### config.mk
export PLATFORM = sky130hd
export DESIGN_NAME = bk_adder_arbiter_flat
export DESIGN_NICKNAME = d
export VERILOG_FILES = /design/src/rtl/bk_adder_arbiter_if.sv /design/src/rtl/bk_adder_arbiter.sv /design/src/flat_wrapper.sv
export SDC_FILE = /design/constraint.sdc
export NUM_CORES = 1
export LEC_CHECK = 0
export BUFFER_PORTS_ARGS = -buffer_cell sky130_fd_sc_hd__buf_2
export CAP_MARGIN = 20
export CORE_MARGIN = 1.5
export CORE_UTILIZATION = 45
export CTS_BUF_LIST = sky130_fd_sc_hd__clkbuf_4 sky130_fd_sc_hd__clkbuf_8
export DETAILED_ROUTE_END_ITERATION = 12
export GPL_TIMING_DRIVEN = 0
export PLACE_DENSITY_LB_ADDON = 0.15
export SYNTH_ARGS = -nofsm -noshare
export SYNTH_HDL_FRONTEND = slang
export SYNTH_SLANG_ARGS = --single-unit
export TNS_END_PERCENT = 100
### constraint.sdc
create_clock -name clk -period 4 [get_ports clk]
set_input_delay 1 -clock clk [delete_from_list [all_inputs] [get_ports clk]]
set_output_delay 1 -clock clk [all_outputs]
set_load 0.1 [all_outputs]
### src/rtl/bk_adder_arbiter_if.sv
// Bundle between the client datapaths, the shared external adder and bk_adder_arbiter.
//   master: client/environment side (drives requests, adder result and response ready)
//   slave : arbiter side (drives grants, adder operands and the registered response)
// Signals:
//   req_valid/req_ready  per-requester handshake (ready is one-hot or zero)
//   req_a/req_b          packed operands, requester i at [i*WIDTH +: WIDTH]
//   add_in               interleaved operands to the adder (bit 2k = a[k], 2k+1 = b[k])
//   add_out              adder result, carry-out in bit WIDTH
//   rsp_valid/rsp_ready  response handshake; rsp_sum, rsp_id carry the result and owner
//   ovf_count            saturating count of delivered results with carry-out set
interface bk_adder_arbiter_if #(
  parameter int unsigned NUM_REQ = 4,
  parameter int unsigned WIDTH   = 12,
  parameter int unsigned ID_W    = 2
);
  logic [NUM_REQ-1:0]       req_valid;
  logic [NUM_REQ-1:0]       req_ready;
  logic [NUM_REQ*WIDTH-1:0] req_a;
  logic [NUM_REQ*WIDTH-1:0] req_b;
  logic [2*WIDTH-1:0]       add_in;
  logic [WIDTH:0]           add_out;
  logic                     rsp_valid;
  logic                     rsp_ready;
  logic [WIDTH:0]           rsp_sum;
  logic [ID_W-1:0]          rsp_id;
  logic [15:0]              ovf_count;

  modport master (
    output req_valid, req_a, req_b, add_out, rsp_ready,
    input  req_ready, add_in, rsp_valid, rsp_sum, rsp_id, ovf_count
  );

  modport slave (
    input  req_valid, req_a, req_b, add_out, rsp_ready,
    output req_ready, add_in, rsp_valid, rsp_sum, rsp_id, ovf_count
  );
endinterface

### src/rtl/bk_adder_arbiter.sv
// Round-robin arbiter sharing one external combinational adder among NUM_REQ requesters.
// Two-stage pipeline: S1 registers the winner's interleaved operands (driving add_in straight
// from flops), S2 registers add_out together with the owner ID.
// Ports:
//   clk    clock
//   rst_n  asynchronous active-low reset
//   bus    bk_adder_arbiter_if.slave (request, adder and response signals)
module bk_adder_arbiter #(
  parameter int unsigned NUM_REQ = 4,
  parameter int unsigned WIDTH   = 12,
  parameter int unsigned ID_W    = 2
) (
  input logic              clk,
  input logic              rst_n,
  bk_adder_arbiter_if.slave bus
);

  // S1 state
  logic               op_valid_q, op_valid_d;
  logic [2*WIDTH-1:0] op_q, op_d;
  logic [ID_W-1:0]    op_id_q, op_id_d;
  // S2 state
  logic               rsp_valid_q, rsp_valid_d;
  logic [WIDTH:0]     rsp_sum_q, rsp_sum_d;
  logic [ID_W-1:0]    rsp_id_q, rsp_id_d;
  // arbitration and statistics
  logic [ID_W-1:0]    ptr_q, ptr_d;
  logic [15:0]        ovf_q, ovf_d;

  logic               s2_load;
  logic               s1_adv;
  logic               found;
  logic [ID_W-1:0]    idx;
  logic [ID_W-1:0]    win;
  logic [NUM_REQ-1:0] ready;
  logic               xfer;
  logic [WIDTH-1:0]   win_a, win_b;
  logic [2*WIDTH-1:0] win_ilv;

  assign s2_load = !rsp_valid_q || bus.rsp_ready;
  assign s1_adv  = !op_valid_q || s2_load;

  // Search from ptr+1 upward, wrapping modulo NUM_REQ; the first valid requester wins.
  always_comb begin
    found = 1'b0;
    win   = '0;
    idx   = '0;
    for (int unsigned i = 1; i <= NUM_REQ; i++) begin
      idx = ID_W'((32'(ptr_q) + i) % NUM_REQ);
      if (!found && bus.req_valid[idx]) begin
        found = 1'b1;
        win   = idx;
      end
    end
  end

  // Grant only while out of reset so req_ready is zero throughout reset.
  always_comb begin
    ready = '0;
    if (found && s1_adv && rst_n) begin
      ready[win] = 1'b1;
    end
  end

  // ready is only ever set on a valid requester, so any ready bit is a transfer.
  assign xfer = |ready;

  always_comb begin
    win_a   = '0;
    win_b   = '0;
    win_ilv = '0;
    for (int unsigned i = 0; i < NUM_REQ; i++) begin
      if (win == ID_W'(i)) begin
        win_a = bus.req_a[i*WIDTH +: WIDTH];
        win_b = bus.req_b[i*WIDTH +: WIDTH];
      end
    end
    for (int unsigned k = 0; k < WIDTH; k++) begin
      win_ilv[2*k]   = win_a[k];
      win_ilv[2*k+1] = win_b[k];
    end
  end

  always_comb begin
    op_valid_d  = op_valid_q;
    op_d        = op_q;
    op_id_d     = op_id_q;
    ptr_d       = ptr_q;
    rsp_valid_d = rsp_valid_q;
    rsp_sum_d   = rsp_sum_q;
    rsp_id_d    = rsp_id_q;
    ovf_d       = ovf_q;

    if (xfer) begin
      op_valid_d = 1'b1;
      op_d       = win_ilv;
      op_id_d    = win;
      ptr_d      = win;
    end else if (s2_load) begin
      // S1 content (if any) moves to S2 this cycle and nothing refills it.
      op_valid_d = 1'b0;
    end

    if (s2_load) begin
      rsp_valid_d = op_valid_q;
      if (op_valid_q) begin
        rsp_sum_d = bus.add_out;
        rsp_id_d  = op_id_q;
      end
    end

    if (rsp_valid_q && bus.rsp_ready && rsp_sum_q[WIDTH] && (ovf_q != 16'hFFFF)) begin
      ovf_d = ovf_q + 16'd1;
    end
  end

  always_ff @(posedge clk or negedge rst_n) begin
    if (!rst_n) begin
      op_valid_q  <= 1'b0;
      op_q        <= '0;
      op_id_q     <= '0;
      ptr_q       <= ID_W'(NUM_REQ - 1);
      rsp_valid_q <= 1'b0;
      rsp_sum_q   <= '0;
      rsp_id_q    <= '0;
      ovf_q       <= '0;
    end else begin
      op_valid_q  <= op_valid_d;
      op_q        <= op_d;
      op_id_q     <= op_id_d;
      ptr_q       <= ptr_d;
      rsp_valid_q <= rsp_valid_d;
      rsp_sum_q   <= rsp_sum_d;
      rsp_id_q    <= rsp_id_d;
      ovf_q       <= ovf_d;
    end
  end

  assign bus.req_ready = ready;
  assign bus.add_in    = op_q;
  assign bus.rsp_valid = rsp_valid_q;
  assign bus.rsp_sum   = rsp_sum_q;
  assign bus.rsp_id    = rsp_id_q;
  assign bus.ovf_count = ovf_q;

endmodule

### src/flat_wrapper.sv
// flat-port wrapper written by rule: the top's interface ports become plain ports
module bk_adder_arbiter_flat 
#(
  parameter int unsigned NUM_REQ = 4,
  parameter int unsigned WIDTH   = 12,
  parameter int unsigned ID_W    = 2
)
  (clk, rst_n, bus_req_valid, bus_req_a, bus_req_b, bus_add_out, bus_rsp_ready, bus_req_ready, bus_add_in, bus_rsp_valid, bus_rsp_sum, bus_rsp_id, bus_ovf_count);
  bk_adder_arbiter_if #(.NUM_REQ(NUM_REQ), .WIDTH(WIDTH), .ID_W(ID_W)) bus_i ();
  input logic clk;
  input logic rst_n;
  input wire logic [$bits(bus_i.req_valid)-1:0] bus_req_valid;
  input wire logic [$bits(bus_i.req_a)-1:0] bus_req_a;
  input wire logic [$bits(bus_i.req_b)-1:0] bus_req_b;
  input wire logic [$bits(bus_i.add_out)-1:0] bus_add_out;
  input wire logic [$bits(bus_i.rsp_ready)-1:0] bus_rsp_ready;
  output wire logic [$bits(bus_i.req_ready)-1:0] bus_req_ready;
  output wire logic [$bits(bus_i.add_in)-1:0] bus_add_in;
  output wire logic [$bits(bus_i.rsp_valid)-1:0] bus_rsp_valid;
  output wire logic [$bits(bus_i.rsp_sum)-1:0] bus_rsp_sum;
  output wire logic [$bits(bus_i.rsp_id)-1:0] bus_rsp_id;
  output wire logic [$bits(bus_i.ovf_count)-1:0] bus_ovf_count;
  assign bus_i.req_valid = bus_req_valid;
  assign bus_i.req_a = bus_req_a;
  assign bus_i.req_b = bus_req_b;
  assign bus_i.add_out = bus_add_out;
  assign bus_i.rsp_ready = bus_rsp_ready;
  assign bus_req_ready = bus_i.req_ready;
  assign bus_add_in = bus_i.add_in;
  assign bus_rsp_valid = bus_i.rsp_valid;
  assign bus_rsp_sum = bus_i.rsp_sum;
  assign bus_rsp_id = bus_i.rsp_id;
  assign bus_ovf_count = bus_i.ovf_count;
  bk_adder_arbiter #(.NUM_REQ(NUM_REQ), .WIDTH(WIDTH), .ID_W(ID_W)) u_core (.clk(clk), .rst_n(rst_n), .bus(bus_i));
endmodule
== Word level (Yosys, flattened, before mapping) ==
Index checks and enable logic that the tools add are counted.
W data, S select, Z words.

* Order comparisons: 6
* Reductions and logical operators: 20
* Add/sub/neg operators: 5
* Multiplexer cells: 29
* Equal/unequal tests: 4

{| class="wikitable"
|+ Operators by type and width
! kind !! count
|-
| $mux W12 || 8
|-
| $add A16 B1 Y16 const B || 1
|-
| $ne A16 B16 Y1 const B || 1
|-
| $lt A2 B3 Y1 const B || 5
|-
| $mux W1 || 11
|-
| $logic_and A1 B1 Y1 || 9
|-
| $bmux W1 S2 || 4
|-
| $mux W2 || 4
|-
| $logic_not A1 Y1 || 5
|-
| $add A2 B1 Y2 const B || 2
|-
| $add A2 B2 Y2 const B || 2
|-
| $eq A2 B2 Y1 const B || 2
|-
| $mux W4 || 1
|-
| $reduce_or A4 Y1 || 1
|-
| $demux W1 S2 || 1
|-
| $eq A2 B1 Y1 const B || 1
|-
| $ge A2 B1 Y1 const B || 1
|-
| $logic_not A2 Y1 || 1
|-
| $logic_or A1 B1 Y1 || 2
|-
| $reduce_and A2 Y1 || 1
|-
| $reduce_bool A2 Y1 || 1
|}

* Bits in registers: 61
* Word-level logic and storage cells: 72
* Output and inout port bits: 60
* Input bits: 116

== Logic depth before layout (Yosys ltp) ==
Gate-level depths: netlist (run 1).

* Word-level depth: 20
* Gate-level depth with buffers: 8
* Gate-level depth less buffers: 6

== Worst setup path after synthesis (run 1) ==
Ideal clock, no wire load.

* Kind: input port to output port
* From: in bus_req_valid[1]
* To: out bus_req_ready[2]
* Stages: 6
* Buffers on the path: 2
* Data required time: 3000 ps
* Path slack: -933 ps
* Arrival: 3933 ps
* Cell sequence: buf_6 > nor3b_4 > a211oi_4 > nand2_2 > clkbuf_1 > nor3_1

* Word-level cells in the longest chain between the ends: 17

{| class="wikitable"
|+ RTL lines
! item !! line !! text
|-
| start, declared || flat_wrapper.sv:12 || <nowiki>input wire logic [$bits(bus_i.req_valid)-1:0] bus_req_valid;</nowiki>
|-
| $bmux W1 S2 || bk_adder_arbiter.sv:50 || <nowiki>if (!found && bus.req_valid[idx]) begin</nowiki>
|-
| $mux W1 (implied by the code) || bk_adder_arbiter.sv:50 ||
|-
| $mux W1 || bk_adder_arbiter.sv:50 ||
|-
| $logic_not A1 Y1 || bk_adder_arbiter.sv:50 ||
|-
| $logic_and A1 B1 Y1 || bk_adder_arbiter.sv:50 ||
|-
| $mux W1 || bk_adder_arbiter.sv:50 ||
|-
| $logic_not A1 Y1 || bk_adder_arbiter.sv:50 ||
|-
| $logic_and A1 B1 Y1 || bk_adder_arbiter.sv:50 ||
|-
| $mux W1 || bk_adder_arbiter.sv:50 ||
|-
| $logic_not A1 Y1 || bk_adder_arbiter.sv:50 ||
|-
| $logic_and A1 B1 Y1 || bk_adder_arbiter.sv:50 ||
|-
| $mux W2 || bk_adder_arbiter.sv:50 ||
|-
| $lt A2 B3 Y1 (implied by the code) or $ge A2 B1 Y1 (tied branches) || bk_adder_arbiter.sv:61 || <nowiki>ready[win] = 1'b1;</nowiki>
|-
| $logic_and A1 B1 Y1 (implied by the code) || bk_adder_arbiter.sv:61 ||
|-
| $mux W1 (implied by the code) || bk_adder_arbiter.sv:61 ||
|-
| $demux W1 S2 || n/a ||
|-
| $mux W4 (*) || bk_adder_arbiter.sv:60 || <nowiki>if (found && s1_adv && rst_n) begin</nowiki>
|-
| end, declared || flat_wrapper.sv:17 || <nowiki>output wire logic [$bits(bus_i.req_ready)-1:0] bus_req_ready;</nowiki>
|}

Every way passes the cells marked *; elsewhere a longest branch is shown, timed or not. The select of a mux whose other input is x is not followed.

== Final worst setup path (run 1) ==
* From: in rst_n
* To: out bus_req_ready[1]

* Word-level cells in the longest chain between the ends: 2

{| class="wikitable"
|+ RTL lines
! item !! line !! text
|-
| start, declared || flat_wrapper.sv:11 || <nowiki>input logic rst_n;</nowiki>
|-
| $logic_and A1 B1 Y1 || bk_adder_arbiter.sv:60 ||
|-
| $mux W4 || bk_adder_arbiter.sv:60 ||
|}

Every way passes these cells.

==> results.txt, run 1 <==
----------------------------------------------------
[Run status]
  Outcome ... completed

[Worst hold path]
  Worst min-delay path class ... flip-flop to flip-flop

[Synth]
  Ranking of synthesized cells by instance count ... sky130_fd_sc_hd__dfrtp_1, sky130_fd_sc_hd__o21ai_1, sky130_fd_sc_hd__nand2_1, sky130_fd_sc_hd__nand3_1
  Number of enable flip-flop cells after synthesis ... 0
  Most used DFF post-synth ... sky130_fd_sc_hd__dfrtp_1
  Yosys reg bits ... 61
  Unique masters post-synth ... 54
  Dominant cells by area after synthesis ... sky130_fd_sc_hd__dfrtp_1, sky130_fd_sc_hd__mux2_2, sky130_fd_sc_hd__a221oi_2
  Count of mapped cells out of synthesis ... 330
  Most common cell in the synthesized netlist ... sky130_fd_sc_hd__dfrtp_1
  Proportion of netlist area held by the largest area contributor ... 42.9%
  Netlist Area Pre-Place ... 3440 um2
  Synthesized area per cell ... 10.4 um2
  Count of synthesis-stage warnings from yosys ... 0
  Cell type contributing the most total cell area after synthesis ... sky130_fd_sc_hd__dfrtp_1
  Seq/Total Area, Yosys ... 44.5%
  Share of flip-flops with an asynchronous set or reset ... 100%
  Net Count, Synth ... 447

[Die]
  Die outline area ... 8180 um2
  Vert. Die Dim ... 90.4 um
  Core Rows ... 31
  Initial core utilization ... 46.9%
  Chip Width ... 90.4 um
  Ports ... 176
  Core footprint ... 7330 um2

[Timing]
  Largest clock skew in the final design ... 0.0114 ns
  Final worst-path setup slack ... 0.187 ns
  Final Critical Period ... 3.81 ns
  Final hold violations ... 0
  Highest Clock Rate ... 262 MHz
  Slew at the pin closest to its max-slew limit ... 0.626 ns
  Tcrit/Tclk final ... 95.3%
  Setup total negative slack ... 0 ns
  Relative slew margins ... 58.0%
  Final slew viol count ... 0
  Final Setup Violations ... 0
  RSZ-0062 raised after global routing ... false

[Clock network]
  Number of buffers created by CTS ... 9
  Insertion delay of the later-clocked pin in the worst-skew pair ... 0.32 ns
  TritonCTS clock tree ... done
  Number of clock sinks ... 61
  Buffer type at the clock tree root ... sky130_fd_sc_hd__clkbuf_8
  Max clock buf depth ... 2
  H-tree depth ... 3
  Setup Buffers After CTS ... 0
  Clock transition at the register clock pins on the worst setup and hold paths after CTS ... 0.08 ns

[Finish]
  Share of final-layout standard cells stronger than drive strength 1 ... 47.8%
  Post-route standard cell area excluding fillers ... 4650 um2
  Area Growth Syn to Fin ... 35.3%
  Diodes inserted ... 0
  Nets@finish ... 631
  Fillers ... 647
  Post-Route Utilization ... 63.5%

[Power]
  Power density over cell area ... 707 nW/um2
  Static Leak ... 0.00222 uW
  Worst vdd rail ir drop ... 0.360 mV

[Global route]
  Largest net degree at the start of global routing ... 63
  Total global-route track usage ... 24.7%
  Sum of overflow across all layers after global routing ... 0
  Global-route wire length before repair ... 16.1 mm
  Number of antenna violations at the first check in global routing ... 0
  Number of global-route vias before repair ... 3,351

[Critical path]
  Worst-path cell with the longest stage delay ... sky130_fd_sc_hd__buf_2
  Number of stages on the worst setup path ... 7
  Worst Setup SP ... rst_n
  Largest delay contributor family on the critical path ... buffers and inverters
  Critical Path Sink Type ... primary output
  Nature of the critical path startpoint ... input pin
  Sum of buffers and inverters on the critical path ... 4
  Slowest Stage Delay on Critical Path ... 0.44 ns
  Arr. time, crit path ... 2.81 ns
  Required time of the critical path ... 3.00 ns
  Number of cells on the worst reg-to-reg path ... 7
  Crit path kind ... input pin to primary output
  Most repeated library cell on the critical path ... sky130_fd_sc_hd__buf_2
  Last element of the critical path ... bus_req_ready[1]
  R2r startpoint ... u_core.ptr_q[1]$_DFFE_PN1P_
  Reg2Reg Capture Point ... u_core.bus.add_in[18]$_DFFE_PN0P_
  Internal reg-to-reg setup slack ... 1.88 ns
  Highest net fanout along the worst path ... 62
  CP cell instances ... buf_8 > o41ai_4 > nand2b_1 > buf_2 > buf_4 > nor2_1 > buf_2

[Drt]
  DR WL/cell ... 16.0 um
  DRT antenna net count ... 0
  Detailed Route Iter0 Violations ... 109
  Total wirelength of the detailed-routed design ... 9.87 mm
  Drt via density ... 5.45
  Drt drc ... 0
  Vias ... 3,369
  First drt pass iteration count ... 4

[Placed design]
  Placed cell areas ... 4440 um2
  Final HPWL DP ... 7.39 mm
  Total of buffers placed on input and output ports ... 173
  Pre-CTS WS ... -0.226 ns
  Routability cong. ... 0.834

[Job]
  Max Cap Viol ... 0

----------------------------------------------------
worst reg2reg max path, delay by kind of cell, from the launching register on:
kind | cells | cell delay, ns
AOI/OAI and AO/OA | 3 | 0.79
DFF | 1 | 0.52
buffers and inverters | 2 | 0.49
and+or+nand+nor | 2 | 0.21
layer usage:
layer | GRT usage, % | wire length, um | vias to the layer above
li1 | - | - | 1631
met1 | 30.0 | 4100 | 1611
met2 | 43.8 | 5120 | 119
met3 | 4.55 | 537 | 8
met4 | 8.07 | 115 | 0
met5 | 0 | 0 | -
registers in the layout (all words and copies together), names as in the netlist:
signal                flops
u_core.op_id_q            2
u_core.op_valid_q         1
u_core.bus.rsp_id         2
u_core.bus.rsp_sum       13
u_core.bus.ovf_count     16
u_core.ptr_q              2
u_core.bus.rsp_valid      1
u_core.bus.add_in        24
cell families after synthesis:
| family | synth area share [%] |
|---|---|
| AOI/OAI and AO/OA | 26.3 |
| xor gates and xnor gates | 2.80 |
| and+or+nand+nor | 15.3 |
| adders and majority gates | 0.364 |
| DFF | 44.5 |
| buffers and inverters | 4.62 |
| muxes | 6.18 |
worst min-delay path by stage:
| stage | endpoint | from | slack [ns] | cells past startpoint |
|---|---|---|---|---|
| global placement | u_core.bus.rsp_valid$_DFFE_PN0P_ | u_core.op_valid_q$_DFFE_PN0P_ | 0.47 | 1 |
| floorplan | u_core.op_id_q[1]$_DFFE_PN0P_ | u_core.op_id_q[1]$_DFFE_PN0P_ | 0.45 | 2 |
| finish | u_core.bus.add_in[15]$_DFFE_PN0P_ | u_core.bus.add_in[15]$_DFFE_PN0P_ | 0.49 | 2 |
| detailed placement | u_core.bus.add_in[15]$_DFFE_PN0P_ | u_core.bus.add_in[15]$_DFFE_PN0P_ | 0.47 | 2 |
| CTS | u_core.bus.add_in[15]$_DFFE_PN0P_ | u_core.bus.add_in[15]$_DFFE_PN0P_ | 0.49 | 2 |
| global route | u_core.bus.rsp_valid$_DFFE_PN0P_ | u_core.op_valid_q$_DFFE_PN0P_ | 0.52 | 1 |
what timing repair did:
| item | in CTS | in global routing |
|---|---|---|
| pin swaps | 0 | 0 |
| gates resized for setup | 2 | 2 |
| hold buffers | 0 | 0 |
| setup endpoints to repair | 4 | 2 |
| endpoints found under the hold margin | 0 | 0 |
area by class of cell:
type                            instances  area (um2)  share of cell area (%)
Buffer                                 22         151                    3.25
Multi-Input combinational cell        245        1760                    37.8
Tap cell                               99         124                    2.66
Sequential cell                        61        1530                    32.8
Inverter                                2        7.51                   0.161
Timing Repair Buffer                  173         881                    18.9
Clock buffer                           10         138                    2.96
Clock inverter                          6        62.6                    1.34
per-stage QoR:
step / instances / hold WS [ns] / power, uW
6_report: 618 / 0.487 / 3290
5_1_grt: 618 / 0.516 / 3450
4_1_cts: 618 / 0.488 / 3310
3_5_place_dp: 602 / 0.470 / 2750
3_3_place_gp: 602 / 0.468 / 2720
2_1_floorplan: 330 / 0.452 / 2380
layout by cell type (no fill, tap or decap), drive strengths merged, types with 9 or more instances in the layout:
cell type / count
nor2: 19
clkbuf: 16
buf: 189
a21oi: 13
dfrtp: 59
o21ai: 36
o22a: 9
a211oi: 9
a221o: 9
mux2: 18
nand2: 21
nand3: 21
and3: 11
power by group:
group	internal, uW	leakage [uW]	switching [uW]
Sequential	770	0.000725	99.5
Clock	302	0.0000943	248
Combinational	387	0.00140	1480
Total	1460	0.00222	1830
No activity file was read; power rests on OpenSTA's default activity.
==> run 2, diff against run 1 <==
--- a/config.mk
+++ b/config.mk
@@ -7,12 +7,12 @@
 export LEC_CHECK = 0
 export BUFFER_PORTS_ARGS = -buffer_cell sky130_fd_sc_hd__buf_2
 export CAP_MARGIN = 20
-export CORE_MARGIN = 1.5
-export CORE_UTILIZATION = 45
+export CORE_MARGIN = 2
+export CORE_UTILIZATION = 30
 export CTS_BUF_LIST = sky130_fd_sc_hd__clkbuf_4 sky130_fd_sc_hd__clkbuf_8
 export DETAILED_ROUTE_END_ITERATION = 12
 export GPL_TIMING_DRIVEN = 0
-export PLACE_DENSITY_LB_ADDON = 0.15
+export PLACE_DENSITY = 0.58
 export SYNTH_ARGS = -nofsm -noshare
 export SYNTH_HDL_FRONTEND = slang
 export SYNTH_SLANG_ARGS = --single-unit
==> results.txt, run 2 (synthesis results as in run 1) <==
----------------------------------------------------
[Die]
  Ports ... 176
  Core Rows ... 39
  Initial core utilization ... 30.4%
  Core footprint ... 11,300 um2
  Die outline area ... 12,300 um2
  Chip Width ... 111 um
  Vert. Die Dim ... 111 um

[Timing]
  Largest clock skew in the final design ... 0.00900 ns
  Final Setup Violations ... 0
  Highest Clock Rate ... 262 MHz
  Final Critical Period ... 3.82 ns
  Final hold violations ... 0
  RSZ-0062 raised after global routing ... false
  Setup total negative slack ... 0 ns
  Slew at the pin closest to its max-slew limit ... 0.808 ns
  Final slew viol count ... 0
  Final worst-path setup slack ... 0.182 ns
  Relative slew margins ... 45.7%
  Tcrit/Tclk final ... 95.4%

[Clock network]
  TritonCTS clock tree ... done
  H-tree depth ... 3
  Clock transition at the register clock pins on the worst setup and hold paths after CTS ... 0.08 ns
  Number of buffers created by CTS ... 9
  Insertion delay of the later-clocked pin in the worst-skew pair ... 0.35 ns
  Buffer type at the clock tree root ... sky130_fd_sc_hd__clkbuf_8
  Number of clock sinks ... 61
  Setup Buffers After CTS ... 0
  Max clock buf depth ... 2

[Placed design]
  Routability cong. ... 0.857
  Final HPWL DP ... 8.73 mm
  Pre-CTS WS ... -0.332 ns
  Total of buffers placed on input and output ports ... 173

[Power]
  Static Leak ... 0.00222 uW
  Power density over cell area ... 698 nW/um2
  Worst vdd rail ir drop ... 0.455 mV
  Tot Pwr ... 3270 uW

[Global route]
  Total global-route track usage ... 19.2%
  Sum of overflow across all layers after global routing ... 0
  Largest net degree at the start of global routing ... 63
  Number of global-route vias before repair ... 3,661
  Number of antenna violations at the first check in global routing ... 0
  Global-route wire length before repair ... 18.8 mm

[Finish]
  Most common cell after layout, fill and taps aside ... sky130_fd_sc_hd__buf_2
  Commonest cells after routing, fill and taps aside ... sky130_fd_sc_hd__buf_2, sky130_fd_sc_hd__dfrtp_1, sky130_fd_sc_hd__o21ai_1, sky130_fd_sc_hd__nand2_1, sky130_fd_sc_hd__nand3_1
  Area Growth Syn to Fin ... 36.3%
  Number of flip-flops under the largest register name ... 24
  Nets@finish ... 631
  Post-Route Utilization ... 41.4%
  Diodes inserted ... 0
  Share of final-layout standard cells stronger than drive strength 1 ... 47.8%
  Fillers ... 1,161

[Critical path]
  Number of cells on the worst reg-to-reg path ... 7
  Slowest Stage Delay on Critical Path ... 0.46 ns
  Highest net fanout along the worst path ... 62
  Critical Path Sink Type ... primary output
  CP cell instances ... buf_12 > o41ai_4 > nand2b_1 > buf_2 > buf_4 > nor3_2 > buf_2
  Worst-path cell with the longest stage delay ... sky130_fd_sc_hd__buf_2
  Crit path kind ... input pin to primary output
  Required time of the critical path ... 3.00 ns
  Nature of the critical path startpoint ... input pin
  Arr. time, crit path ... 2.82 ns
  Most repeated library cell on the critical path ... sky130_fd_sc_hd__buf_2

[Drt]
  Drt drc ... 0
  Total wirelength of the detailed-routed design ... 11.8 mm
  DR WL/cell ... 17.8 um
  Drt via density ... 5.26
  DRT antenna net count ... 0
  First drt pass iteration count ... 4
  Vias ... 3,482
  Detailed Route Iter0 Violations ... 213

[Job]
  Max Cap Viol ... 0

[Worst hold path]
  Worst hold path cell count ... 2
  Worst min-delay path class ... flip-flop to flip-flop

[Run status]
  Outcome ... completed

----------------------------------------------------
run 2: changes by cell type in the layout (fill, tap and decap cells not counted), sizes merged:
cell and delta:
clkinvlp -3, buf +2, clkinv +2, bufinv -1
run 2: stage by stage:
| step | cells | hold WS, ns | cell area (um2) |
|---|---|---|---|
| 2_1_floorplan | 330 | 0.452 | 3450 |
| 3_3_place_gp | 646 | 0.468 | 4490 |
| 3_5_place_dp | 646 | 0.472 | 4500 |
| 4_1_cts | 662 | 0.491 | 4680 |
| 5_1_grt | 662 | 0.509 | 4690 |
| 6_report | 662 | 0.490 | 4690 |
run 2: critical path: cells and delay by family:
family / cells / cell delay [ns]
and+or+nand+nor: 2 / 0.39
buffers and inverters: 4 / 1.20
AOI/OAI and AO/OA: 1 / 0.17
run 2: path summary, 6_finish.rpt:
kind	startpoint	endpoint	slack [ns]
worst max-delay path	rst_n	bus_req_ready[3]	0.18
worst min-delay path	u_core.bus.add_in[23]$_DFFE_PN0P_	u_core.bus.add_in[23]$_DFFE_PN0P_	0.49
worst max register to register	u_core.ptr_q[1]$_DFFE_PN1P_	u_core.bus.add_in[19]$_DFFE_PN0P_	1.81
worst min register to register	u_core.bus.add_in[23]$_DFFE_PN0P_	u_core.bus.add_in[23]$_DFFE_PN0P_	0.49
max in group asynchronous	rst_n	u_core.ptr_q[1]$_DFFE_PN1P_	3.12
min in group asynchronous	rst_n	u_core.bus.rsp_sum[5]$_DFFE_PN0P_	0.54
run 2: report_power, final:
group	leakage, uW	switching [uW]	internal (uW)
Clock	0.0000969	259	254
Combinational	0.00140	1500	388
Sequential	0.000725	100	770
Total	0.00222	1860	1410
run 2: routing by layer:
metal  global-route usage, %  wire length [um]
met1                    23.3              4930
met2                    32.6              5690
met3                    6.51              1020
met4                    5.43               146
met5                       0                 0
run 2: cell type report:
class / count / area (um2) / share of cell area, %
well taps: 143 / 179 / 3.82
clock buffers: 12 / 153 / 3.26
multi-input cells: 245 / 1760 / 37.6
clock inverters: 4 / 23.8 / 0.507
inverters: 2 / 7.51 / 0.160
repair buffers: 173 / 883 / 18.8
plain buffers: 22 / 151 / 3.23
flip-flops and latches: 61 / 1530 / 32.6
run 2: timing repair:
action                                  in CTS  in global routing
resized for setup                            3                  1
endpoints found under the setup margin       4                  3
hold buffers                                 0                  0
pin swaps                                    0                  0
